===== config.mk =====
export PLATFORM = sky130hd
export DESIGN_NAME = mem_req_arbiter
export DESIGN_NICKNAME = d
export VERILOG_FILES = /design/src/rtl/cpu_types_pkg.sv /design/src/rtl/diaosi_types_pkg.sv /design/src/rtl/mem_req_arbiter.sv
export SDC_FILE = /design/constraint.sdc
export NUM_CORES = 1
export LEC_CHECK = 0
export CAP_MARGIN = 40
export CORE_AREA = 2 2 104 106
export CTS_CLUSTER_SIZE = 8
export DETAILED_ROUTE_END_ITERATION = 8
export DIE_AREA = 0 0 106 108
export MAX_ROUTING_LAYER = met4
export PLACE_DENSITY = 0.66
export RECOVER_POWER = 25
export SLEW_MARGIN = 15
export SYNTH_ARGS = -nofsm -noshare
export SYNTH_HDL_FRONTEND = slang
export SYNTH_SLANG_ARGS = --single-unit

===== constraint.sdc =====
create_clock -name CLK -period 3.6 [get_ports CLK]
set_input_delay 0.72 -clock CLK [delete_from_list [all_inputs] [get_ports CLK]]
set_output_delay 0.72 -clock CLK [all_outputs]
set_load 0.02 [all_outputs]

===== src/rtl/cpu_types_pkg.sv =====
// Shared CPU datapath types: machine word and RAM handshake state.
package cpu_types_pkg;

  typedef logic [31:0] word_t;

  typedef enum logic [1:0] {
    FREE   = 2'b00,
    BUSY   = 2'b01,
    ACCESS = 2'b10,
    ERROR  = 2'b11
  } ramstate_t;

endpackage


===== src/rtl/diaosi_types_pkg.sv =====
// Memory arbiter types: grant state, watchdog fill word, grant priority helper.
package diaosi_types_pkg;

  typedef enum logic [1:0] {
    IDLE = 2'b00,
    IGNT = 2'b01,
    DGNT = 2'b10
  } arb_state_t;

  // Returned to the requester when the watchdog forces a completion.
  localparam logic [31:0] ARB_BAD_LOAD = 32'hBAD1BAD1;

  // Data wins unless the instruction side has been starved; otherwise fetch.
  function automatic arb_state_t arb_pick(input logic dreq, input logic ireq,
                                          input logic starved);
    if (dreq && !starved) return DGNT;
    else if (ireq)        return IGNT;
    else                  return IDLE;
  endfunction

endpackage


===== src/rtl/mem_req_arbiter.sv =====
// mem_req_arbiter: shares one RAM port between icache fetch and dcache
// load/store. Registered grant FSM, data priority, starvation counter that
// forces an instruction grant after STARVE_LIMIT back-to-back data grants.
// Optional build macro ARB_TIMEOUT_EN adds a per-grant watchdog that forces
// completion with ARB_BAD_LOAD and raises the sticky arb_err flag.
module mem_req_arbiter
  import cpu_types_pkg::*;
  import diaosi_types_pkg::*;
#(
  parameter int unsigned STARVE_LIMIT = 4
`ifdef ARB_TIMEOUT_EN
  , parameter int unsigned TIMEOUT    = 255
`endif
) (
  input  logic      CLK,
  input  logic      nRST,
  input  logic      iREN,
  input  word_t     iaddr,
  output logic      iwait,
  output word_t     iload,
  input  logic      dREN,
  input  logic      dWEN,
  input  word_t     daddr,
  input  word_t     dstore,
  output logic      dwait,
  output word_t     dload,
  output logic      ramREN,
  output logic      ramWEN,
  output word_t     ramaddr,
  output word_t     ramstore,
  input  word_t     ramload,
  input  ramstate_t ramstate,
  output logic      arb_err
);

  localparam logic [3:0] LP_LIMIT = 4'(STARVE_LIMIT);

  arb_state_t r_state, w_state_nxt;
  logic [3:0] r_starve, w_starve_nxt;
  logic       w_dreq, w_access, w_fire, w_idone, w_ddone, w_starved;

  assign w_dreq   = dREN | dWEN;
  assign w_access = (ramstate == ACCESS);

`ifdef ARB_TIMEOUT_EN
  logic [7:0] r_wd;
  logic       r_err;

  assign w_fire  = (r_state != IDLE) && (r_wd == 8'(TIMEOUT));
  assign arb_err = r_err;

  // Watchdog: counts stalled granted cycles, restarts on any handoff or completion.
  always_ff @(posedge CLK or negedge nRST) begin
    if (!nRST) begin
      r_wd  <= '0;
      r_err <= 1'b0;
    end else begin
      if (r_state == IDLE || w_state_nxt != r_state || w_access || w_idone || w_ddone)
        r_wd <= '0;
      else
        r_wd <= r_wd + 8'd1;
      if (w_fire && (w_idone || w_ddone))
        r_err <= 1'b1;
    end
  end
`else
  assign w_fire  = 1'b0;
  assign arb_err = 1'b0;
`endif

  // A completion is ACCESS (or a watchdog fire) on the granted, still-requesting side.
  assign w_idone = (r_state == IGNT) && iREN   && (w_access || w_fire);
  assign w_ddone = (r_state == DGNT) && w_dreq && (w_access || w_fire);

  assign iwait = iREN   & ~w_idone;
  assign dwait = w_dreq & ~w_ddone;

  // Starvation count as it will stand after this cycle; grant decisions use it.
  always_comb begin
    w_starve_nxt = r_starve;
    if (!iREN || w_idone)
      w_starve_nxt = '0;
    else if (w_ddone && r_starve != 4'hF)
      w_starve_nxt = r_starve + 4'd1;
  end

  assign w_starved = (w_starve_nxt >= LP_LIMIT);

  // Next grant: hold while the granted side waits, re-arbitrate on completion or withdrawal.
  always_comb begin
    w_state_nxt = r_state;
    unique case (r_state)
      IDLE:    w_state_nxt = arb_pick(w_dreq, iREN, w_starved);
      IGNT:    if (w_idone || !iREN)   w_state_nxt = arb_pick(w_dreq, iREN, w_starved);
      DGNT:    if (w_ddone || !w_dreq) w_state_nxt = arb_pick(w_dreq, iREN, w_starved);
      default: w_state_nxt = IDLE;
    endcase
  end

  // Grant state and starvation counter.
  always_ff @(posedge CLK or negedge nRST) begin
    if (!nRST) begin
      r_state  <= IDLE;
      r_starve <= '0;
    end else begin
      r_state  <= w_state_nxt;
      r_starve <= w_starve_nxt;
    end
  end

  // RAM port and load steering follow the registered grant; enables track the live request.
  always_comb begin
    ramREN   = 1'b0;
    ramWEN   = 1'b0;
    ramaddr  = '0;
    ramstore = '0;
    iload    = '0;
    dload    = '0;
    unique case (r_state)
      IGNT: begin
        ramREN  = iREN;
        ramaddr = iaddr;
        iload   = w_fire ? ARB_BAD_LOAD : ramload;
      end
      DGNT: begin
        ramWEN   = dWEN;
        ramREN   = dREN & ~dWEN;
        ramaddr  = daddr;
        ramstore = dstore;
        dload    = w_fire ? ARB_BAD_LOAD : ramload;
      end
      default: ;
    endcase
  end

endmodule


==> flow_metrics.tcl <==
set metrics [dict create \
    status "complete, no violations" \
    path_class "flop to output pin" \
    r2r-end "r_state[0]" \
    final.setup.tns_ps 0 \
    dp_hpwl_um 8120 \
    wire_per_inst_um 15.4 \
    synthDistinctLibCells 33 \
    core_area_um2 10200 \
    rsz0062_at_grt "no" \
    period_share 0.902 \
    ios 268 \
    num_rows 37 \
    gp_congestion 1.01 \
    finalPower_mw 2.24 \
    diodes 0 \
    chipWidth_um 106 \
    drv_slew 0 \
    crit_path_cell_trace "inv_1 -> ha_2 -> buf_12 -> a22oi_1 -> nor2_1 -> clkdlybuf4s50_1" \
    crit_arrival_ps 2530 \
    gr-total-overflow 0 \
    max_slew_margin 0.528 \
    cp_slowest_cell "ha_2" \
    clk_latency_ps 230 \
    power_density_nw_per_um2 515 \
    ys_ff_latch 6 \
    synthFlopType "dfrtp_1" \
    cts_sinks 6 \
    synth-edff-count 0 \
    avgSynthCellArea_um2 6.48 \
    first_iter_violations 96 \
    firstDrtPassIters 4 \
    drive_gt1_frac 0.0247 \
    die-area_um2 11400 \
    crit_path_max_incr_delay_ps 640 \
    r2r_cells 7 \
    r2r_slack_ps 680 \
    ys_seq_area_frac 0.0981 \
    n_fill_cell 1032 \
    drv_cap 0 \
    hp-start "r_state[1]" \
    whs_endpoint "r_state[1]" \
    clk_pin_slew_ps 40 \
    required_ps 2880 \
    hold_buffers 0 \
    async_reset_ff_frac 1.00 \
    hp-class "flop to flop" \
    grt_pass1_wl_um 14000 \
    htree_levels 1 \
    yosys_warnings 0 \
    initial_core_util 0.150 \
    crit_path_start_kind "flop" \
    clock.fmax_mhz 308 \
    area_growth_syn_to_layout_pct 185 \
    viasPerCell 4.23 \
    tightest_slew_ps 708 \
    end_kind "output pin" \
    register_area_um2 150 \
    cts-resized-gates 0 \
    hold_viol_final 0 \
    layout_min_cycle_time_ps 3250 \
    path_max_fanout 65 \
    port_buffers 266 \
    worst_ir_drop_vdd_v 0.000277 \
    synth_fp_nets 375 \
    power_leakage_nw 1.72 \
    skew_ps 1.52 \
    syn_inst 236 \
    vias 2626 \
    grt_max_degree 66 \
    setup_viol 0 \
    fin_nets 626 \
    cts_buffers 3 \
    grt_pass1_vias 2684 \
    cts_root_buffer "clkbuf_8" \
    antenna_found_initial 0 \
    cts_tree "done" \
    die_h_um 108 \
    r2r-start "r_state[0]" \
    crit_start "r_state[0]" \
    ant_nets 0 \
    hold_depth 2 \
    drc 0 \
    multi_input_area_um2 1260 \
    track_usage 0.159 \
    clockBufferDepth 2 \
    synth_area_um2 1530 \
    cts_setup_buffers 0 \
    drt_wl_total_um 9570 \
]
## metal layers
layer | GRT usage | up-vias | share of wire
li1 | - | 1284 | -
met1 | 0.177 | 1185 | 0.40
met2 | 0.289 | 142 | 0.51
met3 | 0.0398 | 15 | 0.078
met4 | 0.0291 | 0 | 0.016
met5 | - | - | 0
## synth_stat cells, types with 3 or more instances
library cell | n | area [um^2]
ha_1 | 4 | 50.1
nor2_1 | 35 | 131
nor4_1 | 3 | 18.8
a22oi_1 | 32 | 240
nor3_1 | 3 | 15.0
nand2_1 | 3 | 11.3
a21oi_1 | 3 | 15.0
and2_1 | 97 | 607
clkbuf_1 | 22 | 82.6
dfrtp_1 | 6 | 150
inv_1 | 6 | 22.5
## sequential cells by signal, summed over array words and instances (netlist names)
signal	flops
r_state	2
r_starve	4
## worst max-delay path, delay by kind of cell (launching register included)
kind,cells,cell delay [ps]
compound gates,1,120
flops,1,400
fa+ha+maj,1,640
simple gates,1,110
buf+inv,3,990
## how the worst max path moves through the flow
| stage | cells past startpoint | to |
|---|---|---|
| after global placement | 4 | ramREN |
| after global routing | 6 | ramaddr[9] |
| final | 6 | ramaddr[9] |
| after detailed placement | 6 | ramaddr[9] |
| after CTS | 6 | ramaddr[9] |
| after floorplan | 6 | ramREN |
## where the power goes
group,switching (mW),internal [mW],leakage [nW],total (mW)
Clock,0.0321,0.0721,0.0216,0.104
Combinational,1.07,0.985,1.62,2.05
Sequential,0.00970,0.0769,0.0803,0.0866
Total,1.11,1.13,1.72,2.24
## cell type report
cell class / instances / share of cell area
Timing Repair Buffer: 269 / 0.622
Clock buffer: 3 / 0.00948
Multi-Input combinational cell: 201 / 0.290
Tap cell: 136 / 0.0391
Sequential cell: 6 / 0.0345
Inverter: 6 / 0.00517
## cells in the final DEF (no fill, tap or decap), types with 2 or more instances in the layout
cell type,n
buf_12,2
ha_1,2
nor3_1,3
ha_2,2
clkdlybuf4s50_1,241
a21oi_1,3
dfrtp_1,6
inv_1,6
nor2_1,35
dlygate4sd3_1,25
and2_1,97
clkbuf_8,3
a22oi_1,32
nand2_1,3
nor4_1,4
## kinds of logic (layout without fill, tap and decap cells)
logic type | after synthesis | in the layout | synth area share
buffers and inverters | 29 | 278 | 0.0736
multiplexers | 1 | 1 | 0.00654
other | 1 | 1 | 0.00245
XOR/XNOR | 1 | 1 | 0.00572
flip-flops | 6 | 6 | 0.0981
adder cells (fa/ha/maj) | 4 | 4 | 0.0327
AND/OR/NAND/NOR | 150 | 150 | 0.560
AO/OA/AOI/OAI | 44 | 44 | 0.221
## through the flow
| step | instance area, um^2 | hold slack (ps) | util | std cells | setup WS (ps) |
|---|---|---|---|---|---|
| 6_report | 4350 | 548 | 0.426 | 621 | 352 |
| 4_1_cts | 4370 | 552 | 0.427 | 621 | 311 |
| 3_3_place_gp | 4330 | 535 | 0.423 | 618 | 558 |
| 5_1_grt | 4350 | 609 | 0.426 | 621 | 159 |
| 2_1_floorplan | 1530 | 424 | - | 236 | 1250 |
| 3_5_place_dp | 4330 | 540 | 0.423 | 618 | 559 |
(Power assumes the default switching activity.)
